**config.mk**
```make
export PLATFORM = sky130hd
export DESIGN_NAME = sparc_ifu_lfsr_wsel
export DESIGN_NICKNAME = d
export VERILOG_FILES = /design/src/rtl/sparc_ifu_lfsr_pkg.sv /design/src/rtl/sparc_ifu_wsel_pick.sv /design/src/rtl/sparc_ifu_lfsr_wsel.sv
export SDC_FILE = /design/constraint.sdc
export NUM_CORES = 1
export LEC_CHECK = 0
export BUFFER_PORTS_ARGS = -buffer_cell sky130_fd_sc_hd__buf_2
export CAP_MARGIN = 40
export CORE_ASPECT_RATIO = 0.75
export CORE_UTILIZATION = 40
export DETAILED_ROUTE_END_ITERATION = 8
export PLACE_DENSITY = 0.74
export SYNTH_ARGS = -nofsm -noshare
export SYNTH_HDL_FRONTEND = slang
export SYNTH_SLANG_ARGS = --single-unit
```
**constraint.sdc**
```tcl
create_clock -name clk -period 2 [get_ports clk]
set_clock_uncertainty 0.05 [all_clocks]
set_input_delay 0.2 -clock clk [delete_from_list [all_inputs] [get_ports clk]]
set_output_delay 0.2 -clock clk [all_outputs]
set_load 0.005 [all_outputs]
```
**src/rtl/sparc_ifu_lfsr_pkg.sv**
```systemverilog
// Shared LFSR constants, maximal-length tap table and the Fibonacci step function
// used by the IFU victim-way selector.
package sparc_ifu_lfsr_pkg;

  localparam int unsigned LFSR_MAX_W     = 16;
  localparam logic [4:0]  LFSR_TAPS_DFLT = 5'b10010;
  localparam logic [4:0]  LFSR_SEED_DFLT = 5'b11111;

  // Known maximal-length tap masks; zero for widths without a tabulated entry.
  function automatic logic [LFSR_MAX_W-1:0] lfsr_max_taps(input int unsigned w);
    logic [LFSR_MAX_W-1:0] taps;
    case (w)
      5:       taps = 16'h0012;
      7:       taps = 16'h0041;
      8:       taps = 16'h00B8;
      default: taps = 16'h0000;
    endcase
    return taps;
  endfunction

  // Shift toward the MSB with the tap XOR entering bit 0; callers truncate to their width.
  function automatic logic [LFSR_MAX_W-1:0] lfsr_step(input logic [LFSR_MAX_W-1:0] q,
                                                      input logic [LFSR_MAX_W-1:0] taps);
    return {q[LFSR_MAX_W-2:0], ^(q & taps)};
  endfunction

endpackage

```
**src/rtl/sparc_ifu_wsel_pick.sv**
```systemverilog
// Combinational victim search: lowest invalid way first, otherwise the first
// unlocked way rotating upward from rand_idx; falls back to rand_idx when all are locked.
module sparc_ifu_wsel_pick #(
  parameter int unsigned OUT_W = 2
) (
  input  logic [OUT_W-1:0]      rand_idx,
  input  logic [(2**OUT_W)-1:0] way_vld,
  input  logic [(2**OUT_W)-1:0] way_lock,
  output logic [OUT_W-1:0]      idx_c,
  output logic [(2**OUT_W)-1:0] oh_c,
  output logic                  all_locked_c
);

  localparam int unsigned NWAYS = 2**OUT_W;

  logic [OUT_W-1:0] inv_idx;
  logic [OUT_W-1:0] unl_idx;
  logic [OUT_W-1:0] cand;
  logic             any_inv;
  logic             any_unl;

  // Descending loops so the lowest index / smallest rotation wins.
  always_comb begin
    inv_idx = '0;
    unl_idx = rand_idx;
    cand    = '0;
    any_inv = 1'b0;
    any_unl = 1'b0;
    for (int i = NWAYS - 1; i >= 0; i--) begin
      if (!way_vld[i]) begin
        inv_idx = OUT_W'(i);
        any_inv = 1'b1;
      end
    end
    for (int k = NWAYS - 1; k >= 0; k--) begin
      cand = rand_idx + OUT_W'(k);
      if (!way_lock[cand]) begin
        unl_idx = cand;
        any_unl = 1'b1;
      end
    end
  end

  always_comb begin
    idx_c        = rand_idx;
    all_locked_c = 1'b0;
    if (any_inv) begin
      idx_c = inv_idx;
    end else if (any_unl) begin
      idx_c = unl_idx;
    end else begin
      all_locked_c = 1'b1;
    end
    oh_c        = '0;
    oh_c[idx_c] = 1'b1;
  end

endmodule

```
**src/rtl/sparc_ifu_lfsr_wsel.sv**
```systemverilog
// Pseudo-random IFU fill victim-way selector with registered request/response.
// Optional zero-state recovery via IFU_LFSR_LOCKUP_RECOVER_EN.
module sparc_ifu_lfsr_wsel
  import sparc_ifu_lfsr_pkg::*;
#(
  parameter int unsigned       WIDTH = 5,
  parameter logic [WIDTH-1:0]  TAPS  = WIDTH'(LFSR_TAPS_DFLT),
  parameter logic [WIDTH-1:0]  SEED  = {WIDTH{1'b1}},
  parameter int unsigned       OUT_W = 2
) (
  input  logic                  clk,
  input  logic                  reset,
  input  logic                  seed_ld,
  input  logic [WIDTH-1:0]      seed_val,
  input  logic                  req,
  input  logic [(2**OUT_W)-1:0] way_vld,
  input  logic [(2**OUT_W)-1:0] way_lock,
  output logic                  victim_vld,
  output logic [OUT_W-1:0]      victim,
  output logic [(2**OUT_W)-1:0] victim_oh,
  output logic                  all_locked,
`ifdef IFU_LFSR_LOCKUP_RECOVER_EN
  output logic                  lockup_recov,
`endif
  output logic [WIDTH-1:0]      lfsr_q
);

  localparam int unsigned NWAYS = 2**OUT_W;

  logic [WIDTH-1:0] q_step;
  logic [WIDTH-1:0] q_nxt;
  logic [OUT_W-1:0] rand_idx;
  logic [OUT_W-1:0] pick_idx_c;
  logic [NWAYS-1:0] pick_oh_c;
  logic             pick_all_locked_c;
  logic             lockup_c;

  always_comb begin
    q_step = WIDTH'(lfsr_step(LFSR_MAX_W'(lfsr_q), LFSR_MAX_W'(TAPS)));
  end

  // Even state bits form the random way index.
  always_comb begin
    rand_idx = '0;
    for (int k = 0; k < int'(OUT_W); k++) begin
      rand_idx[k] = lfsr_q[2*k];
    end
  end

`ifdef IFU_LFSR_LOCKUP_RECOVER_EN
  assign lockup_c = (lfsr_q == '0) && !seed_ld;
`else
  assign lockup_c = 1'b0;
`endif

  always_comb begin
    q_nxt = lfsr_q;
    if (seed_ld) begin
      q_nxt = seed_val;
    end else if (lockup_c) begin
      q_nxt = SEED;
    end else if (req) begin
      q_nxt = q_step;
    end
  end

  sparc_ifu_wsel_pick #(
    .OUT_W (OUT_W)
  ) u_pick (
    .rand_idx     (rand_idx),
    .way_vld      (way_vld),
    .way_lock     (way_lock),
    .idx_c        (pick_idx_c),
    .oh_c         (pick_oh_c),
    .all_locked_c (pick_all_locked_c)
  );

  // Response fields hold until the next accepted request.
  always_ff @(posedge clk) begin
    if (reset) begin
      lfsr_q     <= SEED;
      victim_vld <= 1'b0;
      victim     <= '0;
      victim_oh  <= '0;
      all_locked <= 1'b0;
    end else begin
      lfsr_q     <= q_nxt;
      victim_vld <= req;
      if (req) begin
        victim     <= pick_idx_c;
        victim_oh  <= pick_oh_c;
        all_locked <= pick_all_locked_c;
      end
    end
  end

`ifdef IFU_LFSR_LOCKUP_RECOVER_EN
  always_ff @(posedge clk) begin
    if (reset) begin
      lockup_recov <= 1'b0;
    end else begin
      lockup_recov <= lockup_c;
    end
  end
`endif

endmodule
```
==> results of run 1 <==
[worst max-delay path, cell delays in order, from the launching register on]
cell and delay, ps:
dfxtp_1 390, or2_1 280, a31oi_4 190, o21bai_2 130
o32ai_2 260
[placed cells by master (no fill, tap or decap)]
cell type / netlist / routed
buf_2: 0 / 29
dfxtp_1: 13 / 13
nand2b_1: 7 / 7
nor2_1: 5 / 5
mux2_1: 4 / 4
mux2i_1: 4 / 4
nand2_1: 3 / 3
o21ai_1: 3 / 3
clkbuf_4: 0 / 3
nand3_1: 2 / 2
nor2b_1: 2 / 2
o21bai_2: 2 / 2
o32ai_2: 2 / 2
nor3b_1: 2 / 2
a31o_1: 2 / 2
inv_2: 1 / 1
nand4_1: 1 / 1
nor4_1: 1 / 1
a21oi_1: 1 / 1
and2_2: 1 / 1
a21boi_0: 1 / 1
a41oi_2: 1 / 1
or2_1: 1 / 1
a31oi_4: 1 / 1
a21o_1: 1 / 1
o21ba_1: 1 / 1
or2b_1: 1 / 1
inv_1: 1 / 1
xnor2_1: 1 / 1
a211oi_1: 1 / 1
a211o_1: 1 / 1
a211oi_2: 1 / 1
o22ai_1: 1 / 1
nand2b_2: 1 / 1
clkinv_2: 0 / 1
[worst max-delay path by stage]
| stage | end | slack [ps] | depth (start not counted) |
|---|---|---|---|
| finish | victim_oh[3] | 610 | 4 |
| global route | victim_oh[1] | 500 | 4 |
| CTS | victim_oh[3] | 590 | 4 |
| detailed placement | victim_oh[3] | 610 | 4 |
| global placement | victim_oh[0] | 660 | 4 |
| floorplan | victim_oh[0] | 750 | 4 |
[where the power goes]
| part | leakage, nW | internal [mW] | switching, mW | total (mW) |
|---|---|---|---|---|
| registers | 0.107 | 0.273 | 0.0125 | 0.286 |
| logic | 0.262 | 0.0574 | 0.0571 | 0.115 |
| clock network | 0.0177 | 0.0742 | 0.0835 | 0.158 |
| total | 0.386 | 0.405 | 0.153 | 0.558 |
[cells by family (layout without fill, tap and decap cells)]
group                     count (synthesis)  after routing
buffers and inverters                     6             35
xor gates and xnor gates                  1              1
muxes                                     8              8
DFF                                      13             13
AOI/OAI and AO/OA                        19             19
and+or+nand+nor                          27             27
[state kept, by name, indices dropped and copies added, names as in the netlist]
signal and cells:
victim_oh 4, victim_vld 1, all_locked 1, victim 2, lfsr_q 5
[layout make-up]
type / instances / share of cell area
Timing Repair Buffer: 29 / 0.160
Inverter: 2 / 0.00829
Tap cell: 22 / 0.0304
Multi-Input combinational cell: 55 / 0.483
Clock buffer: 3 / 0.0249
Clock inverter: 1 / 0.00552
Sequential cell: 13 / 0.287
[metal layers]
layer | share of wire | vias up
met5 | 0 | -
met4 | 0.014 | 0
met3 | 0.068 | 4
met2 | 0.43 | 28
met1 | 0.49 | 290
li1 | - | 326
[per-stage QoR]
stage	total power, mW	instance area [µm²]	hold WS [ps]	util
5_1_grt	0.594	906	89.7	0.520
2_1_floorplan	0.367	749	272	-
6_report	0.558	906	87.6	0.520
3_3_place_gp	0.403	878	367	0.505
3_5_place_dp	0.407	878	378	0.505
4_1_cts	0.565	906	85.5	0.520
==> metrics.md, run 1 <==
| Metric | Value |
|---|---|
| EDFF count, synth | 0 |
| Setup bufs post-CTS | 0 |
| Reg2reg setup slack | 610 ps |
| Core Area | 0.00174 mm² |
| Main synth FF type | dfxtp_1 |
| Routed WL per cell | 12.5 µm |
| Adder-cell share of the synthesized area | 0 |
| Post-synth cell types | 36 |
| Share of cells above drive strength 1 | 0.417 |
| WP data required | 2140 ps |
| Dpl ws | 611 ps |
| FF+latch area | 260 µm² |
| TritonCTS clock tree | yes |
| WS Path Type | register to register |
| Area growth from synthesis to layout | 20.9% |
| Sequential fraction of the synthesis area | 0.347 |
| Post-Syn Area per Cell | 10.1 µm² |
| Initial antenna violation count | 0 |
| Full die area | 0.00205 mm² |
| Endpoints failing setup | 0 |
| Synth Instances | 74 |
| Met2 Track Usage GR | 0.295 |
| Synthesized area | 749 µm² |
| Filler cell count in the final layout | 176 |
| Hold-fix buffer count after cts | 0 |
| Count leader, synth | dfxtp_1 |
| Max FO, Critical Path | 8 |
| FF-to-FF Start | lfsr_q[2] |
| Final WS setup | 610 ps |
| H-tree depth | 1 |
| Crit path capture type | register |
| Post-CTS resize count | 0 |
| HP Class | input pin to register |
| Worst Hold Path EP | lfsr_q[0] |
| Port Buffers | 29 |
| Syn_nets | 91 |
| WHS Path Cells | 2 |
| Compound-gate portion of the synthesized area | 0.254 |
| GRT Util Overall | 0.183 |
| Clk buf depth | 2 |
| Clk_lat worst skew | 280 ps |
| Area taken by multi-input logic gates | 438 µm² |
| Largest net degree at the start of global routing | 16 |
| Initial DRC count | 10 |
| # diodes | 0 |
| Clk sink count | 13 |
| Async SR Flop Fraction | 0 |
| DR vias | 648 |
| Max-slew headroom | 0.775 |
| Die span in x | 52.0 µm |
| GR peak layer | met2 |
| Vias/cell | 5.18 |
| FP Rows | 13 |
| Max Freq | 719 MHz |
| RSZ-0062 raised after global routing | no |
| Root buffer cell | clkbuf_4 |
| Post-Synth XOR/XNOR Area | 0.0117 |
| Top cells by count, synth | 13 x dfxtp_1, 7 x nand2b_1, 5 x nor2_1 |
| IO Count | 30 |
| Dpl cells | 121 |
| Main combinational cell family by area after synthesis | compound AO/OA/AOI/OAI gates |
| Non-filler cells, final | 125 |
| Final hold vios | 0 |
| First-pass detailed-route iteration total | 4 |
| Post-layout nets | 121 |
| Reg2reg path depth | 4 |
| Yosys top cell by area | dfxtp_1 |
| Vias in the first global route | 603 |
| Congestion Overflow GR | 0 |
| Worst slew pin tran | 337 ps |
| Critical Path AT | 1530 ps |
| #FFs+latches synth | 13 |
| Post-synthesis mux area share | 0.114 |
| Starting Density | 0.431 |
| Hold Startpoint | seed_val[0] |
| Syn. warnings | 0 |
| GPL Wtd Cong | 0.745 |
| Lkg Pwr | 0.386 nW |
| Status | finished, final reports clean |
| Post-DP HPWL | 1230 µm |
| Die height | 39.5 µm |
| Post-synthesis simple-gate area fraction | 0.205 |
| Synth top area share | 0.347 |
| PwrDens | 616 mW/mm² |
| Global-route wire length before repair | 2620 µm |
| GR Layer Usage met3 | 0.0465 |
| Num CTS Buffers | 3 |
| R2R Path End | victim_oh[3] |
| Max VDD drop | 0.427 mV |
| Crit share post-route | 0.695 |
| Synth area leaders | dfxtp_1 35%, mux2_1 6.0%, nand2b_1 5.8% |
| DRT Wirelength | 1560 µm |
| Max-cap violations | 0 |
| CP Launch Point | lfsr_q[2] |
| Worst-path clk slew | 80 ps |
| Met1 usage | 0.230 |
| Final Max Slew Viols | 0 |
| TNS Setup | 0 ps |
| Drt drc | 0 |
| Period minus WS final | 1390 ps |
| Routed Antenna Nets | 0 |
| CP Launch Type | register |
No activity file was read; power rests on OpenSTA's default activity.
==> inputs of run 2 (changes only) <==
==> constraint.sdc (replaced) <==
create_clock -name clk -period 1.4 [get_ports clk]
set_clock_uncertainty 0.05 [all_clocks]
set_input_delay 0.14 -clock clk [delete_from_list [all_inputs] [get_ports clk]]
set_output_delay 0.14 -clock clk [all_outputs]
set_load 0.005 [all_outputs]
==> metrics.md, run 2 (synthesis gave the netlist of run 1 again) <==
| Metric | Value |
|---|---|
| Critical path depth | 4 (unchanged) |
| FF-to-FF Start | lfsr_q[2] |
| Worst-path clk slew | 80 ps (about the same) |
| RSZ-0062 raised after global routing | no |
| Initial DRC count | 14 (+4) |
| Filler cell count in the final layout | 186 (+5.7%) |
| GPL Wtd Cong | 0.757 (+1.6%) |
| WP data required | 1530 ps (-610 ps) |
| Routed WL per cell | 13.1 µm (+5.1%) |
| PwrDens | 873 mW/mm² (+42%) |
| Endpoints failing setup | 0 (unchanged) |
| CP max-delay cell | dfxtp_2 |
| Reg2reg path depth | 4 (unchanged) |
| WHS Path Cells | 2 (unchanged) |
| HP Class | input pin to register |
| Post-layout nets | 122 (+0.83%) |
| Post-DP Area | 886 µm² (+0.85%) |
| Top Family by Delay on Critical Path | compound AO/OA/AOI/OAI gates |
| Die span in x | 52.0 µm (unchanged) |
| H-tree depth | 1 (unchanged) |
| DR vias | 668 (+3.1%) |
| CP Launch Point | lfsr_q[2] |
| Max Freq | 755 MHz (+4.9%) |
| Clk buf depth | 2 (unchanged) |
| Vias/cell | 5.30 (+2.3%) |
| Max-cap violations | 0 (unchanged) |
| GR peak layer | met2 |
| Met2 Track Usage GR | 0.304 (+0.00962) |
| GRT Util Overall | 0.180 (-0.00254) |
| DRT Wirelength | 1650 µm (+5.9%) |
| Core Area | 0.00174 mm² (unchanged) |
| Biggest regs | lfsr_q (5), victim_oh (4), victim (2) |
| Port Buffers | 29 (unchanged) |
| IO Count | 30 (unchanged) |
| Share of cells above drive strength 1 | 0.433 (+0.0152) |
| Most frequent cells in the layout | 29 x buf_2, 11 x dfxtp_1, 7 x nand2b_1, 5 x nor2_1 |
| Die height | 39.5 µm (unchanged) |
| # diodes | 0 (unchanged) |
| Crit-path max cell delay | 360 ps (-30 ps) |
| Critical Path AT | 1450 ps (-80 ps) |
| Top reg by flops | lfsr_q |
| Num CTS Buffers | 3 (unchanged) |
| Starting Density | 0.431 (unchanged) |
| Final Max Slew Viols | 0 (unchanged) |
| First-pass detailed-route iteration total | 3 (-1) |
| Routed Antenna Nets | 0 (unchanged) |
| Crit share post-route | 0.947 (+0.251) |
| Max FO, Critical Path | 8 (unchanged) |
| Drt drc | 0 (unchanged) |
| Crit path capture type | register |
| WP buf/inv | 0 (unchanged) |
| Congestion Overflow GR | 0 (unchanged) |
| TritonCTS clock tree | yes |
| Fin area | 922 µm² (+1.8%) |
| Max reg flops | 5 (unchanged) |
| Initial antenna violation count | 0 (unchanged) |
| Final hold vios | 0 (unchanged) |
| Root buffer cell | clkbuf_4 |
| Max VDD drop | 0.739 mV (+73%) |
| Max-slew headroom | 0.781 (+0.00584) |
| WS Path Type | register to register |
| Largest net degree at the start of global routing | 16 (unchanged) |
| Worst slew pin tran | 328 ps (-8.76 ps) |
| FP Rows | 13 (unchanged) |
| Lkg Pwr | 0.390 nW (+0.81%) |
| TNS Setup | 0 ps (unchanged) |
| Clk_lat worst skew | 270 ps (about the same) |
| Vias in the first global route | 583 (-3.3%) |
| Period minus WS final | 1330 ps (-65.0 ps) |
| R2R Path End | victim_oh[3] |
| CP Launch Type | register |
| Area growth from synthesis to layout | 23.0% |
| Most common cell after layout, fill and taps aside | buf_2 |
| CP cell instances | or2_1 > a31oi_4 > o21bai_4 > o32ai_2 |
| Clk sink count | 13 (unchanged) |
| Post-DP HPWL | 1280 µm (+4.4%) |
| Global-route wire length before repair | 2570 µm (-1.6%) |
| Met1 usage | 0.223 (-0.00690) |
| GR Layer Usage met3 | 0.0581 (+0.0116) |
| Status | finished, final reports clean |
| Full die area | 0.00205 mm² (unchanged) |
| Reg2reg setup slack | 70 ps (-530 ps) |
| Crit path to | victim_oh[3] |
==> run 2: changes by cell type in the layout (fill, tap and decap cells not counted) <==
cell	change
dfxtp_1	-2
buf_4	+1
dfxtp_2	+2
clkinv_2	-1
o21bai_2	-1
clkbuf_1	+1
o21bai_4	+1
==> run 2: cell type report <==
| class | count | area, µm² | area share |
|---|---|---|---|
| Multi-Input combinational cell | 55 | 445 | 0.483 |
| Sequential cell | 13 | 263 | 0.285 |
| Timing Repair Buffer | 30 | 153 | 0.166 |
| Tap cell | 22 | 27.5 | 0.0299 |
| Clock buffer | 4 | 26.3 | 0.0285 |
| Inverter | 2 | 7.51 | 0.00814 |
==> run 2: timing repair <==
item,CTS,global route
endpoints found under the setup margin,0,2
resized for setup,0,3
hold buffers,0,0
setup buffers,0,0
==> run 2: how the worst min path moves through the flow <==
stage	end	start
3_5_place_dp	lfsr_q[0]	seed_val[0]
3_3_place_gp	lfsr_q[4]	seed_val[4]
5_1_grt	lfsr_q[0]	seed_val[0]
2_1_floorplan	lfsr_q[0]	seed_val[0]
6_report	lfsr_q[0]	seed_val[0]
4_1_cts	lfsr_q[0]	seed_val[0]
==> run 2: worst reg2reg max path: cells and delay by family (launching register included) <==
family | cells | cell delay (ps)
AND/OR/NAND/NOR | 1 | 270
flip-flops | 1 | 360
AO/OA/AOI/OAI | 3 | 560
==> run 2: power by group <==
group | internal (mW) | switching, mW | total (mW)
combinational | 0.0855 | 0.0847 | 0.170
clock | 0.110 | 0.115 | 0.225
sequential | 0.391 | 0.0182 | 0.410
total | 0.587 | 0.218 | 0.805
==> run 2: layer usage <==
| metal | up-vias | share of wire |
|---|---|---|
| met2 | 22 | 0.46 |
| met3 | 2 | 0.058 |
| met5 | - | 0 |
| met1 | 315 | 0.48 |
| li1 | 329 | - |
| met4 | 0 | 0.0048 |
==> run 2: per-stage QoR <==
step | hold slack [ps] | setup slack (ps) | total power [mW] | std cells | utilization
global route | 13.1 | 10.4 | 0.859 | 126 | 0.530
detailed placement | 313 | 22.7 | 0.584 | 122 | 0.509
floorplan | 212 | 151 | 0.524 | 74 | -
finish | 31.4 | 74.7 | 0.805 | 126 | 0.530
CTS | 30.9 | 0.693 | 0.810 | 126 | 0.524
global placement | 307 | 62.0 | 0.578 | 122 | 0.509
